===== config.mk =====
export PLATFORM = sky130hd
export DESIGN_NAME = nx_fifo_wr_packer_flat
export DESIGN_NICKNAME = d
export VERILOG_FILES = /design/src/rtl/nx_fifo_wr_packer_if.sv /design/src/rtl/nx_fifo_wr_packer.sv /design/src/flat_wrapper.sv
export SDC_FILE = /design/constraint.sdc
export NUM_CORES = 1
export LEC_CHECK = 0
export ABC_CLOCK_PERIOD_IN_PS = 4800
export BUFFER_PORTS_ARGS = -buffer_cell sky130_fd_sc_hd__buf_4
export CORE_MARGIN = 5
export CORE_UTILIZATION = 55
export CTS_BUF_LIST = sky130_fd_sc_hd__clkbuf_16
export CTS_CLUSTER_SIZE = 10
export DETAILED_ROUTE_END_ITERATION = 16
export PLACE_DENSITY = 0.79
export SLEW_MARGIN = 20
export SYNTH_ARGS = -nofsm -noshare
export SYNTH_HDL_FRONTEND = slang
export SYNTH_SLANG_ARGS = --single-unit

===== constraint.sdc =====
create_clock -name clk -period 4.8 [get_ports clk]
set_clock_uncertainty 0.05 [all_clocks]
set_input_delay 0.24 -clock clk [delete_from_list [all_inputs] [get_ports clk]]
set_output_delay 0.24 -clock clk [all_outputs]
set_load 0.005 [all_outputs]

===== src/rtl/nx_fifo_wr_packer_if.sv =====
// Bundle between the packer, its narrow beat source and the nx_fifo write port.
// The slave modport is the packer's view; master is the view of the surrounding logic.
interface nx_fifo_wr_packer_if #(
   parameter int IN_WIDTH  = 32,
   parameter int OUT_WIDTH = 128
);
   localparam int RATIO = OUT_WIDTH / IN_WIDTH;
   localparam int LW    = $clog2(RATIO);
   localparam int FW    = OUT_WIDTH + LW + 1;

   logic                in_valid;
   logic                in_ready;
   logic [IN_WIDTH-1:0] in_data;
   logic                in_last;
   logic                fifo_full;
   logic                fifo_wen;
   logic [FW-1:0]       fifo_wdata;

   modport slave (
      input  in_valid, in_data, in_last, fifo_full,
      output in_ready, fifo_wen, fifo_wdata
   );

   modport master (
      output in_valid, in_data, in_last, fifo_full,
      input  in_ready, fifo_wen, fifo_wdata
   );
endinterface


===== src/rtl/nx_fifo_wr_packer.sv =====
// Packs IN_WIDTH beats into OUT_WIDTH words with a {last, nlanes_m1} header and
// writes them to nx_fifo, holding off the beat stream while the FIFO is full.
module nx_fifo_wr_packer #(
   parameter int IN_WIDTH  = 32,
   parameter int OUT_WIDTH = 128
) (
   input  logic                     clk,
   input  logic                     rst,
   input  logic                     clear,
   nx_fifo_wr_packer_if.slave       bus,
   output logic                     busy,
   output logic [15:0]              frame_cnt
);
   localparam int RATIO = OUT_WIDTH / IN_WIDTH;
   localparam int LW    = $clog2(RATIO);
   localparam int FW    = OUT_WIDTH + LW + 1;

   logic [OUT_WIDTH-1:0] acc;
   logic [OUT_WIDTH-1:0] merged;
   logic [LW-1:0]        lane;
   logic                 out_vld;
   logic [FW-1:0]        out_word;
   logic                 accept;
   logic                 complete;
   logic                 wen;

   // NOTE: every always_comb output gets a full default first, so no latch is inferred.
   always_comb begin
      merged = acc;
      merged[lane*IN_WIDTH +: IN_WIDTH] = bus.in_data;
   end

   // Backpressure only when the single output slot is occupied and cannot drain.
   assign bus.in_ready   = !(out_vld && bus.fifo_full);
   assign accept         = bus.in_valid && bus.in_ready;
   assign complete       = accept && ((lane == LW'(RATIO - 1)) || bus.in_last);
   assign wen            = out_vld && !bus.fifo_full && !clear && !rst;
   assign bus.fifo_wen   = wen;
   assign bus.fifo_wdata = out_word;
   assign busy           = out_vld || (lane != '0);

   // NOTE: sequential state uses non-blocking assignments only, so every read sees the pre-edge value.
   always_ff @(posedge clk) begin
      if (rst) begin
         acc       <= '0;
         lane      <= '0;
         out_vld   <= 1'b0;
         out_word  <= '0;
         frame_cnt <= '0;
      end else if (clear) begin
         acc      <= '0;
         lane     <= '0;
         out_vld  <= 1'b0;
         out_word <= '0;
      end else begin
         if (wen && out_word[FW-1])
            frame_cnt <= frame_cnt + 16'd1;

         // A completing beat refills the slot even while it is being written out.
         if (complete) begin
            out_word <= {bus.in_last, lane, merged};
            acc      <= '0;
            lane     <= '0;
            out_vld  <= 1'b1;
         end else begin
            if (accept) begin
               acc  <= merged;
               lane <= lane + LW'(1);
            end
            if (wen)
               out_vld <= 1'b0;
         end
      end
   end
endmodule


===== src/flat_wrapper.sv =====
// flat-port wrapper written by rule: the top's interface ports become plain ports
module nx_fifo_wr_packer_flat 
#(
   parameter int IN_WIDTH  = 32,
   parameter int OUT_WIDTH = 128
)
  (clk, rst, clear, busy, frame_cnt, bus_in_valid, bus_in_data, bus_in_last, bus_fifo_full, bus_in_ready, bus_fifo_wen, bus_fifo_wdata);
  nx_fifo_wr_packer_if #(.IN_WIDTH(IN_WIDTH), .OUT_WIDTH(OUT_WIDTH)) bus_i ();
  input  logic clk;
  input  logic rst;
  input  logic clear;
  output logic busy;
  output logic [15:0] frame_cnt;
  input wire logic [$bits(bus_i.in_valid)-1:0] bus_in_valid;
  input wire logic [$bits(bus_i.in_data)-1:0] bus_in_data;
  input wire logic [$bits(bus_i.in_last)-1:0] bus_in_last;
  input wire logic [$bits(bus_i.fifo_full)-1:0] bus_fifo_full;
  output wire logic [$bits(bus_i.in_ready)-1:0] bus_in_ready;
  output wire logic [$bits(bus_i.fifo_wen)-1:0] bus_fifo_wen;
  output wire logic [$bits(bus_i.fifo_wdata)-1:0] bus_fifo_wdata;
  assign bus_i.in_valid = bus_in_valid;
  assign bus_i.in_data = bus_in_data;
  assign bus_i.in_last = bus_in_last;
  assign bus_i.fifo_full = bus_fifo_full;
  assign bus_in_ready = bus_i.in_ready;
  assign bus_fifo_wen = bus_i.fifo_wen;
  assign bus_fifo_wdata = bus_i.fifo_wdata;
  nx_fifo_wr_packer #(.IN_WIDTH(IN_WIDTH), .OUT_WIDTH(OUT_WIDTH)) u_core (.clk(clk), .rst(rst), .clear(clear), .bus(bus_i), .busy(busy), .frame_cnt(frame_cnt));
endmodule

==> Word-level counts from Yosys, hierarchy flattened <==
Index checks and enable logic that the tools add are counted.
Widths: inputs -> output; s select.
{ "classes": {"reduce_logical": 18, "n_bitwise": 1, "shifts": 2, "n_eq_ne": 1, "n_mux": 3, "addsub": 3} }
{ "ops": {"columns": ["operator", "count"], "rows": [
  ["$bwmux 128", 1],
  ["$shift 32x34->128 const A", 1],
  ["$shiftx 32x34->128", 1],
  ["$neg 7->34", 1],
  ["$add 16x1->16 const B", 1],
  ["$logic_and 1x1->1", 7],
  ["$logic_not 1->1", 4],
  ["$reduce_bool 2->1", 2],
  ["$reduce_or 3->1", 1],
  ["$add 2x1->2 const B", 1],
  ["$eq 2x2->1 const B", 1],
  ["$logic_or 1x1->1", 2],
  ["$mux 1", 2],
  ["$reduce_and 2->1", 1],
  ["$reduce_or 2->1", 1],
  ["$not 1->1", 1]
]} }
{ "totals": {"input_bits": 38, "ff_bits": 278} }

==> Logic depth before layout (Yosys ltp) <==
Gate-level depths: netlist of run 1.
{ "logic_depth": {"word_depth": 6, "ltp_mapped": 9} }

==> Least setup slack after synthesis of run 1 <==
Ideal clock, no wire load.
{ "synth_path": {"path_kind": "register to register", "startpoint": "reg u_core.lane[0]", "endpoint": "reg u_core.acc[64]", "setup_slack_ns": 2.646, "n_path_buf": 2, "stages_incl_launch_ff": 9, "required_time_ns": 4.685, "arrival_time_ns": 2.039, "setup_ns": 0.065, "path_cell_list": "dfxtp_1 -> inv_1 -> ha_1 -> buf_2 -> or4b_4 -> nor3_4 -> buf_2 -> a22oi_1 -> nor2_1"} }
{ "synth_between": {"elab_chain_len": 4, "elab_cells_between_ends": 8, "classes_between": "add/sub (1); eq/ne (1); shift (2); mux (1); reduce/logical (3)"} }
{ "synth_rtl": {"columns": ["element", "line", "text"], "rows": [
  ["start: declaration", "nx_fifo_wr_packer.sv:20", "logic [LW-1:0] lane;"],
  ["start signal: assignment", "nx_fifo_wr_packer.sv:68", "lane <= lane + LW'(1);"],
  ["parallel branches: the longest is 4 deep, another holds $neg 7->34", null, null],
  ["end signal: assignment", "nx_fifo_wr_packer.sv:67", "acc <= merged;"],
  ["end: declaration", "nx_fifo_wr_packer.sv:18", "logic [OUT_WIDTH-1:0] acc;"]
]} }
Parallel ways; which one is timed is not known.
A chain may end at the register's enable or synchronous reset.

==> Worst setup path after layout of run 1 <==
{ "layout_path": {"startpoint": "reg u_core.lane[0]", "endpoint": "reg u_core.out_word[116], in the netlist u_core.bus.fifo_wdata[116]"} }
{ "layout_between": {"elab_chain_len": 3, "elab_cells_between_ends": 7, "classes_between": "add/sub (1); eq/ne (1); shift (2); mux (1); reduce/logical (2)"} }
{ "layout_rtl": {"columns": ["element", "line", "text"], "rows": [
  ["$neg 7->34 / $eq 2x2->1 (equally long branches)", "nx_fifo_wr_packer.sv:30, nx_fifo_wr_packer.sv:36", null],
  ["$shiftx 32x34->128 (tied with other cells)", "nx_fifo_wr_packer.sv:30", "merged[lane*IN_WIDTH +: IN_WIDTH] = bus.in_data;"],
  ["$bwmux 128 / $logic_and 1x1->1 (equally long branches)", "nx_fifo_wr_packer.sv:30, nx_fifo_wr_packer.sv:36", null],
  ["end signal: assignment", "nx_fifo_wr_packer.sv:61", "out_word <= {bus.in_last, lane, merged};"],
  ["end: declaration", "nx_fifo_wr_packer.sv:22", "logic [FW-1:0] out_word;"]
]} }
Several ways; a longest one is shown, not always the timed one.

==> results of run 1 <==
tightest hold or removal path: cells and delay by family:
family	cells	cell delay [ns]
AO/OA/AOI/OAI	1	0.08
buffers and inverters	1	0.15
AND/OR/NAND/NOR	1	0.08
cell families (layout without fill, tap and decap cells):
logic type / Yosys count / after routing
AO/OA/AOI/OAI: 406 / 406
XOR/XNOR: 7 / 7
adder cells (fa/ha/maj): 6 / 6
buffers and inverters: 119 / 270
flip-flops: 278 / 278
multiplexers: 1 / 1
AND/OR/NAND/NOR: 367 / 367
synthesized netlist by cell type (all sizes together) (2+ instances only):
master    n
a211oi   70
a21oi    48
a221oi   92
a22oi    93
and4      2
buf      48
clkbuf   65
dfxtp   278
ha        6
inv       5
nand2    19
nand3     6
nand3b    3
nand4     5
nor2    275
nor2b    33
nor3      9
o21ai    93
o31ai     6
or4       6
xor2      7
metrics by stage:
| step | hold WS [ns] | setup WS (ns) | utilization (%) | power [uW] |
|---|---|---|---|---|
| after floorplan | 0.338 | 2.65 | - | 2620 |
| after global placement | 0.397 | 1.51 | 62.7 | 2780 |
| after detailed placement | 0.399 | 1.32 | 62.7 | 2790 |
| after CTS | 0.00340 | 1.30 | 68.3 | 4750 |
| after global routing | 0.0173 | 1.03 | 68.3 | 4900 |
| final | 0.0129 | 1.26 | 68.3 | 4740 |
power by group:
part | leakage (uW) | internal (uW) | switching (uW) | total, uW
registers | 0.00225 | 2350 | 26.8 | 2380
clock network | 0.000397 | 1130 | 847 | 1970
logic | 0.00236 | 146 | 237 | 383
layout by cell type, fill, tap and decap left out, types with 2 or more instances in the layout:
cell type | netlist | routed
sky130_fd_sc_hd__dfxtp_1 | 278 | 278
sky130_fd_sc_hd__o21ai_0 | 92 | 92
sky130_fd_sc_hd__o31ai_1 | 6 | 6
sky130_fd_sc_hd__or4_1 | 6 | 6
sky130_fd_sc_hd__nor2_4 | 0 | 2
sky130_fd_sc_hd__buf_4 | 1 | 201
sky130_fd_sc_hd__xor2_1 | 7 | 7
sky130_fd_sc_hd__nand2_2 | 0 | 3
sky130_fd_sc_hd__nor3_2 | 0 | 3
sky130_fd_sc_hd__a22oi_1 | 93 | 93
sky130_fd_sc_hd__and4_1 | 2 | 2
sky130_fd_sc_hd__dlygate4sd3_1 | 0 | 29
sky130_fd_sc_hd__nor2b_1 | 33 | 33
sky130_fd_sc_hd__nand3_1 | 5 | 5
sky130_fd_sc_hd__nand4_1 | 5 | 5
sky130_fd_sc_hd__nand3b_1 | 3 | 3
sky130_fd_sc_hd__a221oi_1 | 92 | 92
sky130_fd_sc_hd__nand2_1 | 19 | 15
sky130_fd_sc_hd__ha_1 | 6 | 6
sky130_fd_sc_hd__a211oi_1 | 70 | 70
sky130_fd_sc_hd__clkinv_1 | 1 | 2
sky130_fd_sc_hd__inv_1 | 5 | 6
sky130_fd_sc_hd__nor2_2 | 1 | 3
sky130_fd_sc_hd__clkbuf_16 | 0 | 31
sky130_fd_sc_hd__nor3_1 | 8 | 5
sky130_fd_sc_hd__nor2_1 | 274 | 270
sky130_fd_sc_hd__a21oi_1 | 48 | 48
sequential cells by signal, indices dropped and copies added, names as in the netlist:
signal	count
u_core.acc	128
u_core.bus.fifo_wdata	131
u_core.frame_cnt	16
u_core.lane	2
u_core.out_vld	1
layer usage:
layer  part of all wire, %  GRT usage (%)
met3                   8.7           4.74
met4                   2.5           8.97
met1                    44           36.9
met2                    45           40.1
met5                     0              0
final cells by class:
| type | instances | area (um2) | area share, % |
|---|---|---|---|
| Sequential cell | 278 | 5570 | 42.3 |
| Clock buffer | 31 | 776 | 5.89 |
| Inverter | 6 | 22.5 | 0.171 |
| Clock inverter | 3 | 16.3 | 0.124 |
| Tap cell | 265 | 332 | 2.52 |
| Multi-Input combinational cell | 787 | 4660 | 35.4 |
| Timing Repair Buffer | 230 | 1800 | 13.7 |
worst paths after layout:
path / startpoint / end / slack, ns / cells after the start
max: u_core.lane[0]$_SDFFE_PP0P_ / u_core.bus.fifo_wdata[116]$_SDFFE_PP0P_ / 1.26 / 8
min: bus_in_data[17] / u_core.acc[113]$_SDFFE_PP0P_ / 0.01 / 3
max reg2reg: u_core.lane[0]$_SDFFE_PP0P_ / u_core.bus.fifo_wdata[116]$_SDFFE_PP0P_ / 1.26 / 8
min reg2reg: u_core.bus.fifo_wdata[128]$_SDFFE_PP0P_ / u_core.bus.fifo_wdata[128]$_SDFFE_PP0P_ / 0.41 / 2
==> results summary, run 1 <==
The average size of a mapped cell came out at 9.00 um2. After synthesis, flip-flops and latches occupy 52.2% of the total area. The global-route wire length before repair came out at 48.4 mm. The number of cells after detailed placement came out at 1537. The clock period minus final worst setup slack is 3.54 ns. The count of buffers added by post-CTS timing repair for setup came out at 0. The total count of hold-check failures in the final report is 0.

The slew at the pin closest to its max-slew limit is 1.09 ns. Across the VDD grid, the largest voltage drop is 0.319 mV. The number of max-slew violations in the final report came out at 0. Counting stages on the worst path, the most repeated cell is sky130_fd_sc_hd__buf_4. After Yosys synthesis, XOR and XNOR cells account for 0.576% of the synthesized area. The number of DRC violations after detailed-routing iteration 0 is 1122.

The total of warnings raised by yosys is 0. The number of max-cap violations is 0. The largest incremental delay on the critical path came out at 0.77 ns. The critical path is of the reg2reg type. The fraction of the mapped netlist area in compound gates is 26.4%. The total global routing overflow is 0. The overall die width came out at 149 um. The signal arrival time at the worst endpoint is 3.96 ns.

The number of placed I/O pins is 188. The number of sinks on the clock net is 278. The leakage power came out at 0.00501 uW. After synthesis, the largest family of logic cells by area is compound AO/OA/AOI/OAI gates.

The gate count of the mapped netlist came out at 1184. The area fraction of the dominant cell type after synthesis came out at 52.2%. The post-route netlist has 19.2% of its cells at a drive strength greater than 1.

The largest individual stage delay along the critical path comes from the cell sky130_fd_sc_hd__nor2_2. In this run, synthesis produced a sequential element count of 278. The via count of the first global-routing pass came out at 9388. After layout, the worst path uses 73.8% of the clock period.

Counting flops with an async set or reset pin after synthesis yields a share of 0%. Setup repair after global routing left no endpoint under its margin. For the final routed database, the setup TNS stands at 0 ns. Clock-pin slew was measured on the worst setup and hold paths at 0.05 ns.

Entering global routing, the biggest net connects 98 pins. The clock reaches the later pin of the worst-skew pair after 0.54 ns. The synthesized netlist contains 43 unique library cells. After detailed routing, the number of vias per cell comes to 6.07.

The maximum fanout encountered on the critical timing path is 20. The required time at the endpoint of the critical path came out at 5.22 ns. The number of synthesized flops with an enable pin is 0. The critical path goes through inv_1 > ha_1 > buf_4 > or3b_1 > nor2_2 > buf_4 > a221oi_1 > nor2_1. The HPWL after detailed placement is 18.6 mm. The count of standard-cell rows is 51. Grouping stages by cell kind, the critical path spends the most delay in simple AND/OR/NAND/NOR gates.

The mean routed wirelength per cell came out at 18.7 um. The port buffer count came out at 187. For this run, the leading register cell type out of synthesis is sky130_fd_sc_hd__dfxtp_1.

The number of standard cells in the final layout excluding fillers came out at 1600. The number of antenna repair diodes came out at 0. Synthesis produced a netlist with a net count of 1228. The starting utilization of the core area is 55.3%. In the routed design, unresolved DRC markers number 0. The total number of vias is 9705. The mapped cell area is 10700 um2. The total of cells resized after clock tree synthesis is 0. Summing the areas of all fa, ha and maj instances in the mapped netlist gives 0.705% of the synthesized area. The number of antenna violations at the first check in global routing is 0. Counting the buffers created by CTS gives 31. The area of the die came out at 22200 um2.

Of the post-synthesis cell area, the part taken by muxes is 0.106%. The clock passes through at most 3 buffers. The number of detailed-route iterations in the first pass is 5. The flow ran to the end, and the final reports show no timing, DRC or antenna violations. The filler cells instantiated in the layout total 1521. The kind of end point of the critical path is a flop. The die height came out at 149 um. sky130_fd_sc_hd__dfxtp_1 takes more of the synthesized area than any other cell. The number of hold-repair buffers added at the cts stage is 29. The weighted congestion at the end of routability-driven global placement is 0.813.

TritonCTS built the clock tree. The region available for standard cell placement spans 19300 um2. Ranked by total cell area, the synthesized netlist is headed by sky130_fd_sc_hd__dfxtp_1, sky130_fd_sc_hd__nor2_1, sky130_fd_sc_hd__a221oi_1. The maximum clock rate is 0.282 GHz. The type of origin of the critical path is a flop.

Measured against its own limit, the worst slew margin works out to 26.9%. In this run the number of H-tree levels came out at 1. Together, buffers and inverters on the worst path number 3.

The count of nets after finishing came out at 1378. The count of antenna-violating nets left after detailed routing is 0. Clock tree synthesis selected as its root buffer the cell sky130_fd_sc_hd__clkbuf_16. The cell area after layout is 13200 um2. The post-detailed-placement cell area came out at 12100 um2. The total power density per cell area is 360 nW/um2. From synthesis to final layout, the design area changed by 23.6%. The simple-gate portion of the synthesized area came out at 15.2%. Setup violations remaining at the end of the flow were counted as 0. The wire length reported by the detailed router is 29.9 mm.

The tightest min-delay check is of the in2reg type. The total global routing track utilization came out at 26.0%.
Note: power is estimated with default switching activity, not from simulation.
==> inputs of run 2 (changes only) <==
--- a/config.mk
+++ b/config.mk
@@ -5,7 +5,7 @@
 export SDC_FILE = /design/constraint.sdc
 export NUM_CORES = 1
 export LEC_CHECK = 0
-export ABC_CLOCK_PERIOD_IN_PS = 4800
+export ABC_CLOCK_PERIOD_IN_PS = 3300
 export BUFFER_PORTS_ARGS = -buffer_cell sky130_fd_sc_hd__buf_4
 export CORE_MARGIN = 5
 export CORE_UTILIZATION = 55
==> constraint.sdc (replaced) <==
create_clock -name clk -period 3.3 [get_ports clk]
set_clock_uncertainty 0.05 [all_clocks]
set_input_delay 0.165 -clock clk [delete_from_list [all_inputs] [get_ports clk]]
set_output_delay 0.165 -clock clk [all_outputs]
set_load 0.005 [all_outputs]
==> results summary, run 2 (synthesis gave the netlist of run 1 again) <==
The critical path is of the reg2reg type. The cell internal power dissipation is 5290 uW. Before antenna repair, the detailed router went through 6 iterations.

The total power consumption of the routed design is 6920 uW. The number of antenna repair diodes came out at 0. The share of total power dissipated in combinational logic is 8.4%. The total global routing overflow came out at 0. The port buffer count came out at 187. The critical register-to-register path startpoint is u_core.lane[0]$_SDFFE_PP0P_. The worst setup path is launched from a flop. Counting the fill cells in the layout gives 1560. Setup repair after global routing left no endpoint under its margin.

The maximum root-to-sink buffer count came out at 3. Leaving out fill and tap cells, the most frequent cell in the layout is sky130_fd_sc_hd__dfxtp_1. The total count of hold-check failures in the final report is 0. STA classifies the critical path endpoint as a flop. The share of total power consumed by net switching is 23.6%.

The reg-to-reg setup timing slack came out at 0.71 ns. The leakage power came out at 0.00508 uW. The final setup violation count is 0. The number of DRC violations after detailed routing came out at 0. The weighted congestion at the end of routability-driven global placement is 0.826. The headroom to the max-slew limit came out at 25.9%. The total global routing track utilization came out at 26.9%. The first global-routing pass estimated 49.8 mm of wire. In this run the worst hold path is classified as in2reg. The total of cells resized after clock tree synthesis is 0. The clock reaches the later pin of the worst-skew pair after 0.54 ns. The maximum clock rate came out at 0.387 GHz. Counting instances, the worst hold path has a depth of 4.

Clock tree synthesis inserted a total of 31 buffers. The floorplan step defined a core boundary enclosing 19300 um2. Among the stages of the critical path, the cell type that occurs most often is sky130_fd_sc_hd__buf_4. The H-tree depth is 1.

The wire length reported by the detailed router is 31.1 mm. The flip-flop count of the largest register after layout is 131. The count of buffers added by post-CTS timing repair for setup is 0. The via count of the first global-routing pass is 9348. The clock tree from TritonCTS is yes. The worst hold path terminates at u_core.lane[1]$_SDFFE_PP0P_. For this block, the via count after detailed routing is 9911.

The floorplan has 51 rows. For this run, the slowest stage of the critical path takes 0.50 ns. The final cycle utilization of the critical path is 78.4%. The run finished with clean final reports.

The analysis attributes to net switching a power of 1630 uW. The count of nets after finishing is 1393. The die covers 22200 um2. Relative to the synthesized area, the layout overhead comes to 25.1%. In the final timing run, aggregate negative setup slack is 0 ns. The mean routed wirelength per cell came out at 19.3 um. Clock-pin slew was measured on the worst setup and hold paths at 0.06 ns.

The overall die width is 149 um. The slew at the pin closest to its max-slew limit is 1.11 ns. The number of max-slew violations in the final report is 0. Entering global routing, the biggest net connects 98 pins. The number of max-cap violations came out at 0.

The required time at the endpoint of the critical path is 3.73 ns. The maximum fanout encountered on the critical timing path is 30. The ratio of cells with drive above 1 in the final layout came out at 19.4%. The die height came out at 149 um. The tree is rooted in a sky130_fd_sc_hd__clkbuf_16. The startpoint identified for the worst hold timing path is bus_in_valid.

In the layout the commonest cells are sky130_fd_sc_hd__dfxtp_1, sky130_fd_sc_hd__nor2_1, sky130_fd_sc_hd__buf_4. Walking the worst path, the cells encountered are inv_1 > ha_1 > buf_4 > or3b_1 > nor3_2 > buf_4 > a22oi_1 > nor2_1. Dividing total power by cell area gives a power density of 520 nW/um2. The per-cell via count in the routed design is 6.14.

The number of hold-repair buffers added at the cts stage came out at 36. The endpoint identified for the worst register-to-register timing path is u_core.acc[101]$_SDFFE_PP0P_. The path depth of the worst reg2reg path came out at 8.

Once the floorplan was initialized, standard cells occupied 55.3% of the core. The detailed router finished its first iteration with 895 violations. The maximum ir drop on the vdd rail is 0.418 mV. The number of placed I/O pins came out at 188. The clock share of power came out at 41.6%. Per report_power, the sequential group accounts for 50.1% of the total. The signal arrival time at the worst endpoint is 3.01 ns. The clock drives 278 sinks. The number of antenna violations at the first check in global routing came out at 0. Counting I/O delays and the setup requirement, the final critical path takes 2.59 ns.

The slowest stage of the critical path belongs to the cell sky130_fd_sc_hd__dfxtp_1. The HPWL after detailed placement came out at 18.6 mm. The count of antenna-violating nets left after detailed routing came out at 0.
run 2: cell types whose count changed in the layout (fill, tap and decap cells not counted):
cell / before / now
sky130_fd_sc_hd__buf_12: 0 / 3
sky130_fd_sc_hd__buf_4: 201 / 206
sky130_fd_sc_hd__dlygate4sd3_1: 29 / 36
sky130_fd_sc_hd__inv_1: 6 / 4
sky130_fd_sc_hd__inv_2: 0 / 1
sky130_fd_sc_hd__nand2_1: 15 / 18
sky130_fd_sc_hd__nand2_2: 3 / 0
run 2: metal layers:
metal / global-route usage (%) / wire (um) / vias to the layer above
met5: 0 / 0 / -
met4: 8.83 / 725 / 0
met3: 4.50 / 2730 / 60
met2: 40.7 / 13800 / 486
met1: 39.4 / 13800 / 4740
li1: - / - / 4625
run 2: worst max-delay path: cells and delay by family, from the launching register on:
family	cells	cell delay, ns
AO/OA/AOI/OAI	1	0.13
flip-flops	1	0.50
AND/OR/NAND/NOR	3	0.72
buffers and inverters	3	0.82
adder cells (fa/ha/maj)	1	0.28
run 2: final cells by class:
cell class | count | area, um2 | area share (%)
flip-flops and latches | 278 | 5570 | 41.8
clock buffers | 31 | 776 | 5.82
well taps | 265 | 332 | 2.49
inverters | 6 | 22.5 | 0.169
multi-input cells | 787 | 4650 | 34.9
clock inverters | 2 | 12.5 | 0.0939
repair buffers | 245 | 1970 | 14.8
run 2: how the worst max path moves through the flow:
stage | from | endpoint | depth (start not counted)
2_1_floorplan | u_core.lane[0]$_SDFFE_PP0P_ | u_core.acc[64]$_SDFFE_PP0P_ | 8
3_3_place_gp | u_core.lane[0]$_SDFFE_PP0P_ | u_core.acc[73]$_SDFFE_PP0P_ | 7
3_5_place_dp | u_core.lane[0]$_SDFFE_PP0P_ | u_core.bus.fifo_wdata[99]$_SDFFE_PP0P_ | 8
4_1_cts | u_core.lane[0]$_SDFFE_PP0P_ | u_core.acc[101]$_SDFFE_PP0P_ | 8
5_1_grt | u_core.lane[0]$_SDFFE_PP0P_ | u_core.bus.fifo_wdata[126]$_SDFFE_PP0P_ | 8
6_report | u_core.lane[0]$_SDFFE_PP0P_ | u_core.acc[101]$_SDFFE_PP0P_ | 8
run 2: per-stage QoR:
step / instances / instance area, um2 / hold slack (ns) / util (%) / setup slack [ns]
floorplan: 1184 / 10700 / 0.263 / - / 1.15
global placement: 1545 / 12200 / 0.405 / 63.2 / 0.864
detailed placement: 1545 / 12200 / 0.413 / 63.2 / 0.767
CTS: 1614 / 13300 / 0.177 / 69.1 / 0.732
global route: 1614 / 13300 / 0.208 / 69.1 / 0.545
finish: 1614 / 13300 / 0.191 / 69.1 / 0.714
run 2: power groups by stage:
stage               clock, uW  combinational [uW]  sequential, uW
finish                   2880                 581            3470
global route             3050                 630            3470
CTS                      2900                 572            3460
detailed placement          0                 533            3530
global placement            0                 529            3530
floorplan                   0                 281            3530
